[config.mk]
export PLATFORM = sky130hd
export DESIGN_NAME = cae_layer_sched_flat
export DESIGN_NICKNAME = d
export VERILOG_FILES = /design/src/rtl/cae_layer_sched_pkg.sv /design/src/rtl/cae_layer_sched_if.sv /design/src/rtl/cae_wdog.sv /design/src/rtl/cae_layer_sched.sv /design/src/flat_wrapper.sv
export SDC_FILE = /design/constraint.sdc
export NUM_CORES = 1
export LEC_CHECK = 0
export CORE_ASPECT_RATIO = 0.8
export CORE_MARGIN = 5
export CORE_UTILIZATION = 40
export DETAILED_ROUTE_END_ITERATION = 10
export PLACE_DENSITY = 0.71
export SYNTH_ARGS = -nofsm -noshare
export SYNTH_HDL_FRONTEND = slang
export SYNTH_HIERARCHICAL = 1
export SYNTH_SLANG_ARGS = --single-unit
[constraint.sdc]
create_clock -name clk_i -period 6.24 [get_ports clk_i]
set_input_delay 1.248 -clock clk_i [delete_from_list [all_inputs] [get_ports clk_i]]
set_output_delay 1.248 -clock clk_i [all_outputs]
set_load 0.02 [all_outputs]
[src/rtl/cae_layer_sched_pkg.sv]
// rtl/cae_layer_sched_pkg.sv - shared constants for the CAE layer sequencer
`ifndef FC_WCOL_WIDTH
`define FC_WCOL_WIDTH 8
`endif

package cae_layer_sched_pkg;
  localparam int CAE_FC_WCOL_WIDTH = `FC_WCOL_WIDTH;

  localparam logic [2:0] ST_IDLE       = 3'd0;
  localparam logic [2:0] ST_CONV_FETCH = 3'd1;
  localparam logic [2:0] ST_CONV_RUN   = 3'd2;
  localparam logic [2:0] ST_FC_FETCH   = 3'd3;
  localparam logic [2:0] ST_FC_RUN     = 3'd4;
  localparam logic [2:0] ST_FIN        = 3'd5;

  localparam logic LAYER_CONV = 1'b0;
  localparam logic LAYER_FC   = 1'b1;

  function automatic logic is_run(input logic [2:0] s);
    return (s == ST_CONV_RUN) || (s == ST_FC_RUN);
  endfunction
endpackage

[src/rtl/cae_layer_sched_if.sv]
// rtl/cae_layer_sched_if.sv - operand fetch and core control bundle
interface cae_layer_sched_if #(
  parameter int ADDR_W        = 9,
  parameter int FC_WCOL_WIDTH = 8
);
  logic                     fetch_req;
  logic [ADDR_W-1:0]        fetch_addr;
  logic                     fetch_ack;
  logic                     core_enable;
  logic                     core_layer;
  logic [FC_WCOL_WIDTH-1:0] core_fc_wcol;
  logic                     conv_comp;
  logic                     fc_line_done;
  logic                     fc_done;
  logic                     res_valid;

  modport master (
    output fetch_req, fetch_addr, core_enable, core_layer, core_fc_wcol, res_valid,
    input  fetch_ack, conv_comp, fc_line_done, fc_done
  );
  modport slave (
    input  fetch_req, fetch_addr, core_enable, core_layer, core_fc_wcol, res_valid,
    output fetch_ack, conv_comp, fc_line_done, fc_done
  );
endinterface

[src/rtl/cae_wdog.sv]
// rtl/cae_wdog.sv - clearable cycle counter with terminal-count flag
module cae_wdog #(
  parameter int          W     = 16,
  parameter logic [W-1:0] LIMIT = '1
) (
  input  logic clk_i,
  input  logic rst,
  input  logic clr,
  input  logic en,
  output logic tc
);
  logic [W-1:0] cnt_q, cnt_d;

  // tc fires on the LIMIT-th enabled cycle after a clear
  assign tc = en && (cnt_q == LIMIT - W'(1));

  always_comb begin
    cnt_d = cnt_q;
    if (clr)            cnt_d = '0;
    else if (en && !tc) cnt_d = cnt_q + W'(1);
  end

  always_ff @(posedge clk_i or posedge rst) begin
    if (rst) cnt_q <= '0;
    else     cnt_q <= cnt_d;
  end
endmodule

[src/rtl/cae_layer_sched.sv]
// rtl/cae_layer_sched.sv - conv-then-FC pass sequencer for the CAE core
module cae_layer_sched
  import cae_layer_sched_pkg::*;
#(
  parameter int                ROW_CNT_W     = 8,
  parameter int                FC_WCOL_WIDTH = CAE_FC_WCOL_WIDTH,
  parameter int                ADDR_W        = 9,
  parameter int                WDOG_W        = 16,
  parameter logic [WDOG_W-1:0] WDOG_LIMIT    = 16'hFFFF
) (
  input  logic                   clk_i,
  input  logic                   rst,
  input  logic                   start,
  input  logic                   abort,
  input  logic [ROW_CNT_W-1:0]   cfg_conv_rows,
  input  logic [FC_WCOL_WIDTH:0] cfg_fc_cols,
  output logic                   busy,
  output logic                   done,
  output logic                   err,
  cae_layer_sched_if.master      bus
);
  localparam int CW = FC_WCOL_WIDTH + 1;

  logic [2:0]               state_q, state_d;
  logic [ROW_CNT_W-1:0]     rows_q, rows_d, row_q, row_d;
  logic [CW-1:0]            cols_q, cols_d, col_q, col_d;
  logic                     err_q, err_d, busy_q, busy_d, done_q, done_d;
  logic                     fetch_req_q, fetch_req_d, core_enable_q, core_enable_d;
  logic                     core_layer_q, core_layer_d;
  logic [ADDR_W-1:0]        fetch_addr_q, fetch_addr_d;
  logic [FC_WCOL_WIDTH-1:0] core_fc_wcol_q, core_fc_wcol_d;
  logic                     in_run, run_clr, wdog_tc;

  assign in_run  = is_run(state_q);
  assign run_clr = !in_run;

  cae_wdog #(.W(WDOG_W), .LIMIT(WDOG_LIMIT)) u_wdog (
    .clk_i (clk_i),
    .rst   (rst),
    .clr   (run_clr),
    .en    (in_run),
    .tc    (wdog_tc)
  );

  always_comb begin
    state_d = state_q;
    rows_d  = rows_q;
    cols_d  = cols_q;
    row_d   = row_q;
    col_d   = col_q;
    err_d   = err_q;
    if (abort) begin
      state_d = ST_IDLE;
    end else begin
      case (state_q)
        ST_IDLE: if (start) begin
          rows_d = cfg_conv_rows;
          cols_d = cfg_fc_cols;
          row_d  = '0;
          col_d  = '0;
          err_d  = 1'b0;
          if (cfg_conv_rows != '0)    state_d = ST_CONV_FETCH;
          else if (cfg_fc_cols != '0) state_d = ST_FC_FETCH;
          else                        state_d = ST_FIN;
        end
        ST_CONV_FETCH: if (bus.fetch_ack) state_d = ST_CONV_RUN;
        ST_CONV_RUN: begin
          // a completion in the same cycle as the watchdog limit still counts
          if (bus.conv_comp) begin
            row_d = row_q + ROW_CNT_W'(1);
            if (row_q == rows_q - ROW_CNT_W'(1))
              state_d = (cols_q != '0) ? ST_FC_FETCH : ST_FIN;
            else
              state_d = ST_CONV_FETCH;
          end else if (wdog_tc) begin
            err_d   = 1'b1;
            state_d = ST_FIN;
          end
        end
        ST_FC_FETCH: if (bus.fetch_ack) state_d = ST_FC_RUN;
        ST_FC_RUN: begin
          if (bus.fc_line_done) begin
            col_d   = col_q + CW'(1);
            state_d = ((col_q == cols_q - CW'(1)) || bus.fc_done) ? ST_FIN : ST_FC_FETCH;
          end else if (bus.fc_done) begin
            state_d = ST_FIN;
          end else if (wdog_tc) begin
            err_d   = 1'b1;
            state_d = ST_FIN;
          end
        end
        ST_FIN:  state_d = ST_IDLE;
        default: state_d = ST_IDLE;
      endcase
    end
  end

  // outputs are decoded from the next state so they change on the same edge as the state
  always_comb begin
    busy_d         = (state_d != ST_IDLE);
    done_d         = (state_d == ST_FIN);
    fetch_req_d    = (state_d == ST_CONV_FETCH) || (state_d == ST_FC_FETCH);
    core_enable_d  = is_run(state_d);
    core_layer_d   = ((state_d == ST_FC_FETCH) || (state_d == ST_FC_RUN)) ? LAYER_FC : LAYER_CONV;
    core_fc_wcol_d = (core_layer_d == LAYER_FC) ? col_d[FC_WCOL_WIDTH-1:0] : '0;
    fetch_addr_d   = '0;
    if (state_d == ST_CONV_FETCH) begin
      fetch_addr_d             = ADDR_W'(row_d);
      fetch_addr_d[ADDR_W-1]   = LAYER_CONV;
    end else if (state_d == ST_FC_FETCH) begin
      fetch_addr_d             = ADDR_W'(col_d[FC_WCOL_WIDTH-1:0]);
      fetch_addr_d[ADDR_W-1]   = LAYER_FC;
    end
  end

  always_ff @(posedge clk_i or posedge rst) begin
    if (rst) begin
      state_q        <= ST_IDLE;
      rows_q         <= '0;
      cols_q         <= '0;
      row_q          <= '0;
      col_q          <= '0;
      err_q          <= 1'b0;
      busy_q         <= 1'b0;
      done_q         <= 1'b0;
      fetch_req_q    <= 1'b0;
      fetch_addr_q   <= '0;
      core_enable_q  <= 1'b0;
      core_layer_q   <= 1'b0;
      core_fc_wcol_q <= '0;
    end else begin
      state_q        <= state_d;
      rows_q         <= rows_d;
      cols_q         <= cols_d;
      row_q          <= row_d;
      col_q          <= col_d;
      err_q          <= err_d;
      busy_q         <= busy_d;
      done_q         <= done_d;
      fetch_req_q    <= fetch_req_d;
      fetch_addr_q   <= fetch_addr_d;
      core_enable_q  <= core_enable_d;
      core_layer_q   <= core_layer_d;
      core_fc_wcol_q <= core_fc_wcol_d;
    end
  end

  assign busy             = busy_q;
  assign done             = done_q;
  assign err              = err_q;
  assign bus.fetch_req    = fetch_req_q;
  assign bus.fetch_addr   = fetch_addr_q;
  assign bus.core_enable  = core_enable_q;
  assign bus.core_layer   = core_layer_q;
  assign bus.core_fc_wcol = core_fc_wcol_q;
  assign bus.res_valid    = !abort && (((state_q == ST_CONV_RUN) && bus.conv_comp) ||
                                       ((state_q == ST_FC_RUN) && bus.fc_line_done));
endmodule

[src/flat_wrapper.sv]
// flat-port wrapper written by rule: the top's interface ports become plain ports
module cae_layer_sched_flat import cae_layer_sched_pkg::*;
#(
  parameter int                ROW_CNT_W     = 8,
  parameter int                FC_WCOL_WIDTH = CAE_FC_WCOL_WIDTH,
  parameter int                ADDR_W        = 9,
  parameter int                WDOG_W        = 16,
  parameter logic [WDOG_W-1:0] WDOG_LIMIT    = 16'hFFFF
)
  (clk_i, rst, start, abort, cfg_conv_rows, cfg_fc_cols, busy, done, err, bus_fetch_req, bus_fetch_addr, bus_core_enable, bus_core_layer, bus_core_fc_wcol, bus_res_valid, bus_fetch_ack, bus_conv_comp, bus_fc_line_done, bus_fc_done);
  cae_layer_sched_if #(.ADDR_W(ADDR_W), .FC_WCOL_WIDTH(FC_WCOL_WIDTH)) bus_i ();
  input  logic clk_i;
  input  logic rst;
  input  logic start;
  input  logic abort;
  input  logic [ROW_CNT_W-1:0] cfg_conv_rows;
  input  logic [FC_WCOL_WIDTH:0] cfg_fc_cols;
  output logic busy;
  output logic done;
  output logic err;
  output wire logic [$bits(bus_i.fetch_req)-1:0] bus_fetch_req;
  output wire logic [$bits(bus_i.fetch_addr)-1:0] bus_fetch_addr;
  output wire logic [$bits(bus_i.core_enable)-1:0] bus_core_enable;
  output wire logic [$bits(bus_i.core_layer)-1:0] bus_core_layer;
  output wire logic [$bits(bus_i.core_fc_wcol)-1:0] bus_core_fc_wcol;
  output wire logic [$bits(bus_i.res_valid)-1:0] bus_res_valid;
  input wire logic [$bits(bus_i.fetch_ack)-1:0] bus_fetch_ack;
  input wire logic [$bits(bus_i.conv_comp)-1:0] bus_conv_comp;
  input wire logic [$bits(bus_i.fc_line_done)-1:0] bus_fc_line_done;
  input wire logic [$bits(bus_i.fc_done)-1:0] bus_fc_done;
  assign bus_fetch_req = bus_i.fetch_req;
  assign bus_fetch_addr = bus_i.fetch_addr;
  assign bus_core_enable = bus_i.core_enable;
  assign bus_core_layer = bus_i.core_layer;
  assign bus_core_fc_wcol = bus_i.core_fc_wcol;
  assign bus_res_valid = bus_i.res_valid;
  assign bus_i.fetch_ack = bus_fetch_ack;
  assign bus_i.conv_comp = bus_conv_comp;
  assign bus_i.fc_line_done = bus_fc_line_done;
  assign bus_i.fc_done = bus_fc_done;
  cae_layer_sched #(.ROW_CNT_W(ROW_CNT_W), .FC_WCOL_WIDTH(FC_WCOL_WIDTH), .ADDR_W(ADDR_W), .WDOG_W(WDOG_W), .WDOG_LIMIT(WDOG_LIMIT)) u_core (.clk_i(clk_i), .rst(rst), .start(start), .abort(abort), .cfg_conv_rows(cfg_conv_rows), .cfg_fc_cols(cfg_fc_cols), .busy(busy), .done(done), .err(err), .bus(bus_i));
endmodule
# Word-level counts from Yosys, hierarchy flattened
# Cells that the tools add are included.
dict set report totals {
  regBits 76
  inputBits 25
  out_inout_bits 24
}
dict set report classes {
  add_sub_neg 5
  n_eq_ne 18
  mux 34
  n_bitwise 1
  n_reduce_logical 23
}
# cell n
set op_table {}
lappend op_table {{2-to-1 mux 8 bit} 5}
lappend op_table {{2-to-1 mux 3 bit} 13}
lappend op_table {{2-to-1 mux 9 bit} 4}
lappend op_table {{2-to-1 mux 16 bit} 2}
lappend op_table {{case mux 9 bit (2 select lines)} 1}
lappend op_table {{nonzero test 9 bit} 2}
lappend op_table {{adder 16 x 1 -> 16 bit, second input constant} 1}
lappend op_table {{equality test 16 bit, second input constant} 1}
lappend op_table {{case mux 8 bit (2 select lines)} 1}
lappend op_table {{case mux 3 bit (5 select lines)} 1}
lappend op_table {{equality test 3 x 2 -> 1 bit, second input constant} 4}
lappend op_table {{!= test 2 bit, second input constant} 5}
lappend op_table {{adder 9 x 1 -> 9 bit, second input constant} 1}
lappend op_table {{equality test 3 bit, second input constant} 3}
lappend op_table {{equality test 9 bit} 1}
lappend op_table {{subtractor 9 x 1 -> 9 bit, second input constant} 1}
lappend op_table {{adder 8 x 1 -> 8 bit, second input constant} 1}
lappend op_table {{equality test 8 bit} 1}
lappend op_table {{nonzero test 8 bit} 1}
lappend op_table {{subtractor 8 x 1 -> 8 bit, second input constant} 1}
lappend op_table {{equality test 3 x 1 -> 1 bit, second input constant} 2}
lappend op_table {{logical OR 1 bit} 6}
lappend op_table {{2-to-1 mux 1 bit} 6}
lappend op_table {{AND reduction 6 bit} 1}
lappend op_table {{other kinds (10)} 16}

# Logic depth before layout (Yosys ltp)
# Gate-level depths: netlist of run 1.
dict set report logic_depth {
  word_depth 12
  mapped_depth 14
  depth_no_buf 12
}

# Cells and area by module
# The synthesis of run 1 kept the hierarchy.
# mod n_inst cells_per_inst area_per_inst_um2 seq_area_each_um2
set by_module_without_submodules {}
lappend by_module_without_submodules {cae_layer_sched 1 344 3310.7 1501.4}
lappend by_module_without_submodules {cae_wdog 1 98 960.9 400.4}

# Worst setup path after synthesis of run 1
# No wires, ideal clock.
dict set report synth_path {
  path_kind {input to output}
  startpoint {input bus_fc_line_done}
  endpoint {output bus_res_valid}
  arrival_time_ns 1.895
  required_ns 4.992
  path_slack_ns 3.097
  path_stages 3
  cell_sequence {clkbuf_1 a22oi_1 nor2_1}
}
dict set report synth_between {
  elab_chain_len 3
}
# element line_no
set synth_lines {}
lappend synth_lines {{start: declaration} flat_wrapper.sv:29} ;# input wire logic [$bits(bus_i.fc_line_done)-1:0] bus_fc_line_done;
lappend synth_lines {{logical AND 1 bit} cae_layer_sched.sv:157} ;# ((state_q == ST_FC_RUN) && bus.fc_line_done));
lappend synth_lines {{logical OR 1 bit} cae_layer_sched.sv:156} ;# assign bus.res_valid = !abort && (((state_q == ST_CONV_RUN) && bus.conv_comp) ||
lappend synth_lines {{logical AND 1 bit} cae_layer_sched.sv:156}
lappend synth_lines {{end: declaration} flat_wrapper.sv:26} ;# output wire logic [$bits(bus_i.res_valid)-1:0] bus_res_valid;
# Every way passes these cells.

# Worst setup path in the final report of run 1
dict set report layout_path {
  startpoint {input bus_conv_comp}
  endpoint {output bus_res_valid}
}
dict set report layout_between {
  elab_chain_len 3
}
# element line_no
set layout_lines {}
lappend layout_lines {{start: declaration} flat_wrapper.sv:28} ;# input wire logic [$bits(bus_i.conv_comp)-1:0] bus_conv_comp;
lappend layout_lines {{logical AND 1 bit} cae_layer_sched.sv:156}
lappend layout_lines {{logical OR 1 bit} cae_layer_sched.sv:156}
lappend layout_lines {{logical AND 1 bit} cae_layer_sched.sv:156}
# Every way passes these cells.

==> results.yml, run 1 <==
final_layout:
  nNetsFinal: 520
  final_area_um2: 5186
  layout_commonest_cell: "dfrtp_1"
  instances_no_fill: 634
  drive_gt1_share_pct: 11.54
  nFillCells: 971
  layout_common_cells: "76 x dfrtp_1, 48 x clkdlybuf4s50_1, 37 x nor2_1"
  syn_to_final_growth_pct: 21.41
  diodes: 0
power_and_ir_drop:
  p_seq_share_pct: 42.6
  vdd_drop_max_v: 0.0001588
  clkPwrFrac_pct: 40.5
  pwr_density_cell_nw_per_um2: 256.5
  p_sw_mw: 0.3851
  p_int_mw: 0.9450
  p_leak_nw: 2.189
  total_power_mw: 1.330
  power_frac_comb_pct: 16.9
  power.share.switching_pct: 28.95
die:
  fp-row-count: 33
  dieHeight_um: 102.4
  dieArea_um2: 12860
  fp.coreArea_um2: 10360
  die_w_um: 125.5
  start_util_pct: 41.22
  io_pins: 49
clock_tree:
  cts_sinks: 76
  cts_root_buffer: "clkbuf_16"
  ctsHoldBuffers: 0
  cts_tree: "yes"
  post-cts-setup-buffers: 0
  numCtsBuffers: 9
  clk_path_buf_depth: 2
  h-tree-depth: 3
  cts_resized: 0
  clk_pin_slew_ns: 0.06
  clk_latency_ns: 0.34
worst_setup_path:
  cp.arrival_ns: 2.83
  setup.worst_path.start: "bus_conv_comp"
  reg2reg_from: "u_core/state_q[2]"
  cp.required_ns: 4.99
  crit_top_cell: "clkdlybuf4s50_1"
  crit_slowest_cell: "clkdlybuf4s50_1"
  crit_fanout: 9
  path_class: "primary input to primary output"
  crit_buf_inv: 2
  crit_chain: "clkdlybuf4s50_1 -> a22oi_1 -> nor2_1 -> clkdlybuf4s50_1"
  cpPeakStageDelay_ns: 0.66
  start_kind: "primary input"
  cp-end-kind: "primary output"
  crit_family: "buffers and inverters"
grt:
  grt_max_degree: 61
  antenna_found_initial: 0
  grt_overflow_total: 0
  grt_pass1_wl_um: 17550
  grt_pass1_vias: 3458
  grt_usage_pct: 16.92
logic_synthesis:
  synth_edf_count: 0
  syn_inst: 442
  ys_warn_count: 6
  synthArstFlopShare_pct: 100.0
  ys_ff_latch: 76
  syn_area_per_cell_um2: 9.664
  ys.flop_type: "dfrtp_1"
  seq_area_frac_synth_pct: 44.52
  syn-num-nets: 473
  synthesis.area_um2: 4272
  ys_types: 68
flow_run:
  maxCapViolCount: 0
timing:
  fin_setup_tns_ns: 0
  drv_slew: 0
  holdWs_ns: 0.5104
  fmax_mhz: 244.9
  fin_worst_skew_ns: 0.006953
  setup_viol: 0
  rsz0062_at_grt: "no"
  finalCriticalPeriod_ns: 4.083
  relSlewSlack_pct: 49.79
  tightest_slew_ns: 0.7532
  finalCritPeriodShare_pct: 65.43
  finalHoldViolations: 0
routing:
  drt-wirelength-per-cell_um: 16.42
  highest_layer: "met4"
  viasPerCell: 5.683
  via_count: 3603
  initialDrtViolationCount: 248
  final_antenna_net_count: 0
  wirelength_um: 10410
  wl_met2_um: 4415
  drc: 0
  met3WireLength_um: 672
  wl_met1_um: 5191
  firstDrtPassIters: 5
hold_path:
  hp-start: "u_core/err"
  holdCritPathClass: "register to register"
placement:
  placed_cell_area_um2: 4878
  placed_cells: 618
  gp_congestion: 0.8573
  dp_hpwl_um: 7728
  io_buffers: 48
status:
  outcome: "complete, no violations"
[power groups by stage]
stage	sequential [mW]	clock, mW	combinational (mW)
2_1_floorplan	0.564	0	0.162
3_3_place_gp	0.574	0	0.211
3_5_place_dp	0.575	0	0.222
4_1_cts	0.566	0.550	0.223
5_1_grt	0.572	0.571	0.249
6_report	0.567	0.539	0.225
[layout make-up]
class,count,area (um2),share of cell area [%]
clock inverter,7,82.58,1.592
multi-input combinational,328,2212,42.65
sequential,76,1902,36.67
inverter,23,86.33,1.665
tap,140,175.2,3.378
timing repair buffer,51,503.0,9.698
clock buffer,9,225.2,4.343
[final timing paths]
kind	depth (start not counted)	end	slack (ns)
hold reg to reg	2	u_core/err	0.51
setup / recovery	4	bus_res_valid	2.16
max in group asynchronous	3	u_core/rows_q[5]	4.26
setup reg to reg	10	u_core/bus.fetch_addr[3]	3.02
hold / removal	2	u_core/err	0.51
min in group asynchronous	2	u_core/u_wdog/cnt_q[11]	1.35
[metrics by stage]
step	worst slack (ns)	utilization [%]
after floorplan	3.097	-
after global placement	2.195	47.07
after detailed placement	2.173	47.07
after CTS	2.157	50.04
after global routing	2.102	50.04
final	2.157	50.04
[cells by family (layout without fill, tap and decap cells)]
| family | after synthesis | after routing | share of synthesized area (%) |
|---|---|---|---|
| compound gates | 109 | 109 | 17.43 |
| flops | 76 | 76 | 44.52 |
| simple gates | 170 | 170 | 22.79 |
| buf+inv | 38 | 90 | 3.690 |
| mux | 18 | 18 | 4.687 |
| xor+xnor | 25 | 25 | 5.126 |
| fa+ha+maj | 6 | 6 | 1.757 |
[cell usage after synthesis, types with 2 or more instances]
library cell | n | area share (%)
a22o_1 | 3 | 0.62
or4_4 | 2 | 0.53
a31o_2 | 2 | 0.41
clkbuf_1 | 12 | 1.1
or4_1 | 8 | 1.4
and4_1 | 3 | 0.62
nor3_1 | 18 | 2.1
nand2b_1 | 7 | 1.0
o31ai_1 | 9 | 1.6
nand4_1 | 8 | 1.2
or2_2 | 2 | 0.29
or3_1 | 3 | 0.44
nand3_1 | 11 | 1.3
and3_2 | 2 | 0.35
nand2_1 | 32 | 2.8
mux2_2 | 16 | 4.2
nor2b_1 | 6 | 0.88
nand4_2 | 2 | 0.59
a211oi_1 | 2 | 0.35
o2bb2ai_1 | 9 | 1.8
nor4_1 | 8 | 1.2
dfrtp_1 | 76 | 45
a32oi_1 | 2 | 0.41
xor2_1 | 12 | 2.5
inv_1 | 23 | 2.0
or4b_1 | 2 | 0.47
ha_1 | 6 | 1.8
o21ai_0 | 26 | 3.0
nand3b_1 | 2 | 0.35
nor3b_1 | 2 | 0.35
a21oi_1 | 31 | 3.6
nor2_1 | 37 | 3.3
o41ai_1 | 2 | 0.41
xnor2_1 | 13 | 2.7
and3_1 | 4 | 0.59
a21o_1 | 4 | 0.70
o21ai_1 | 2 | 0.23
mux2i_1 | 2 | 0.47
nand4_4 | 2 | 1.0
[sequential cells by signal, summed over array words and instances, names as in the netlist]
name / cells
u_core/row_q: 8
u_core/done: 1
u_core/err: 1
u_core/bus.core_fc_wcol: 8
u_core/bus.core_enable: 1
u_core/busy: 1
u_core/bus.fetch_req: 1
u_core/bus.fetch_addr: 9
u_core/cols_q: 9
u_core/col_q: 9
u_core/rows_q: 8
u_core/u_wdog/cnt_q: 16
u_core/bus.core_layer: 1
u_core/state_q: 3
[per-layer routing]
layer,vias up,GRT usage [%]
li1,1720,-
met1,1743,24.84
met2,127,25.02
met3,13,3.762
met4,0,5.250
met5,-,0
[tightest hold or removal path: stages, from the launching register on]
cell	delay, ns
dfrtp_1	0.34
a21oi_1	0.04
nor2_1	0.08
(Power assumes the default switching activity.)
==> run 2, diff against run 1 <==
==> constraint.sdc (replaced) <==
create_clock -name clk_i -period 3.8 [get_ports clk_i]
set_input_delay 0.76 -clock clk_i [delete_from_list [all_inputs] [get_ports clk_i]]
set_output_delay 0.76 -clock clk_i [all_outputs]
set_load 0.02 [all_outputs]
==> run 2 against run 1 <==
Net effect: first-iteration DRC count grew 31%; combinational power is 61% higher; flip-flop and latch count is the same; non-clock buffer count did not move; largest cell class unchanged.
==> results.yml, run 2 (synthesis gave the netlist of run 1 again) <==
routing:
  wirelength_um: 10690
  final_antenna_net_count: 0
  initialDrtViolationCount: 325
  viasPerCell: 5.672
  drc: 0
  firstDrtPassIters: 5
  drt-wirelength-per-cell_um: 16.86
  via_count: 3596
worst_setup_path:
  cp.required_ns: 3.04
  path_class: "register to primary output"
  crit_fanout: 16
  cp-end-kind: "primary output"
  start_kind: "register"
  cp.arrival_ns: 2.49
placement:
  gp_congestion: 0.8783
  io_buffers: 48
  dp_hpwl_um: 7867
timing:
  finalHoldViolations: 0
  finalCritPeriodShare_pct: 85.48
  drv_slew: 0
  fin_worst_skew_ns: 0.01103
  rsz0062_at_grt: "no"
  holdWs_ns: 0.5124
  tightest_slew_ns: 0.7676
  setup_viol: 0
  fin_setup_tns_ns: 0
  relSlewSlack_pct: 48.36
  fmax_mhz: 307.8
  finalCriticalPeriod_ns: 3.248
die:
  start_util_pct: 41.22
  dieArea_um2: 12860
  dieHeight_um: 102.4
  io_pins: 49
  fp-row-count: 33
  die_w_um: 125.5
  fp.coreArea_um2: 10360
power_and_ir_drop:
  vdd_drop_max_v: 0.0002575
  pwr_density_cell_nw_per_um2: 408.6
  p_leak_nw: 2.171
final_layout:
  largest_reg_flops: 16
  nNetsFinal: 520
  layout_common_cells: "76 x dfrtp_1, 48 x clkdlybuf4s50_1, 37 x nor2_1"
  diodes: 0
  multi_input_area_um2: 2212
  layout_commonest_cell: "dfrtp_1"
  regMostFlops: "u_core/u_wdog/cnt_q"
  drive_gt1_share_pct: 11.54
  nFillCells: 944
  ff_latch_area_um2: 1902
  syn_to_final_growth_pct: 20.86
clock_tree:
  ctsHoldBuffers: 0
  numCtsBuffers: 9
  cts_root_buffer: "clkbuf_16"
  cts_sinks: 76
  clk_latency_ns: 0.34
  clk_pin_slew_ns: 0.06
  clk_path_buf_depth: 2
  cts_resized: 0
  cts_tree: "yes"
  h-tree-depth: 3
  post-cts-setup-buffers: 0
grt:
  grt_pass1_wl_um: 17680
  grt_max_degree: 61
  grt_usage_pct: 17.48
  grt_pass1_vias: 3480
  antenna_found_initial: 0
  grt_overflow_total: 0
hold_path:
  holdCritPathClass: "register to register"
flow_run:
  maxCapViolCount: 0
status:
  outcome: "complete, no violations"
-- run 2: cell type report --
| class | count | area share, % |
|---|---|---|
| multi-input combinational | 328 | 42.85 |
| sequential | 76 | 36.84 |
| timing repair buffer | 51 | 9.743 |
| clock buffer | 9 | 4.363 |
| tap | 140 | 3.393 |
| inverter | 23 | 1.672 |
| clock inverter | 7 | 1.139 |
-- run 2: path summary, 6_finish.rpt --
kind / from / end / slack (ns) / cells after the start
setup reg to reg: u_core/cols_q[0] / u_core/bus.core_enable / 0.61 / 9
hold reg to reg: u_core/err / u_core/err / 0.51 / 2
max in group asynchronous: rst / u_core/state_q[1] / 2.32 / 3
min in group asynchronous: rst / u_core/u_wdog/cnt_q[10] / 0.85 / 2
setup / recovery: u_core/state_q[2] / bus_res_valid / 0.55 / 5
hold / removal: u_core/err / u_core/err / 0.51 / 2
-- run 2: power by group --
group / switching (mW) / internal (mW) / total [mW]
Sequential: 0.0698 / 0.862 / 0.931
Clock: 0.365 / 0.451 / 0.816
Combinational: 0.192 / 0.171 / 0.362
Total: 0.627 / 1.48 / 2.11
-- run 2: per-layer routing --
metal	track usage [%]	vias up	wire, um	part of all wire (%)
met5	0	-	0	0
met4	6.333	0	193	1.8
met3	4.075	18	674	6.3
met2	25.76	123	4518	42
met1	25.22	1743	5304	50
li1	-	1712	-	-
-- run 2: stage by stage --
stage	total power [mW]	cells	instance area [um2]	setup WS, ns	util, %
CTS	2.130	634	5162	0.5700	49.81
floorplan	1.192	442	4272	1.035	-
finish	2.110	634	5162	0.5516	49.81
global placement	1.284	618	4878	0.6848	47.07
detailed placement	1.302	618	4878	0.6521	47.07
global route	2.211	634	5162	0.4005	49.81
-- run 2: critical path, cell delays in order (launching register included) --
cell             delay [ns]
dfrtp_1                0.53
nor2b_1                0.34
nor2b_1                0.36
a22oi_1                0.18
nor2_1                 0.12
clkdlybuf4s50_1        0.62
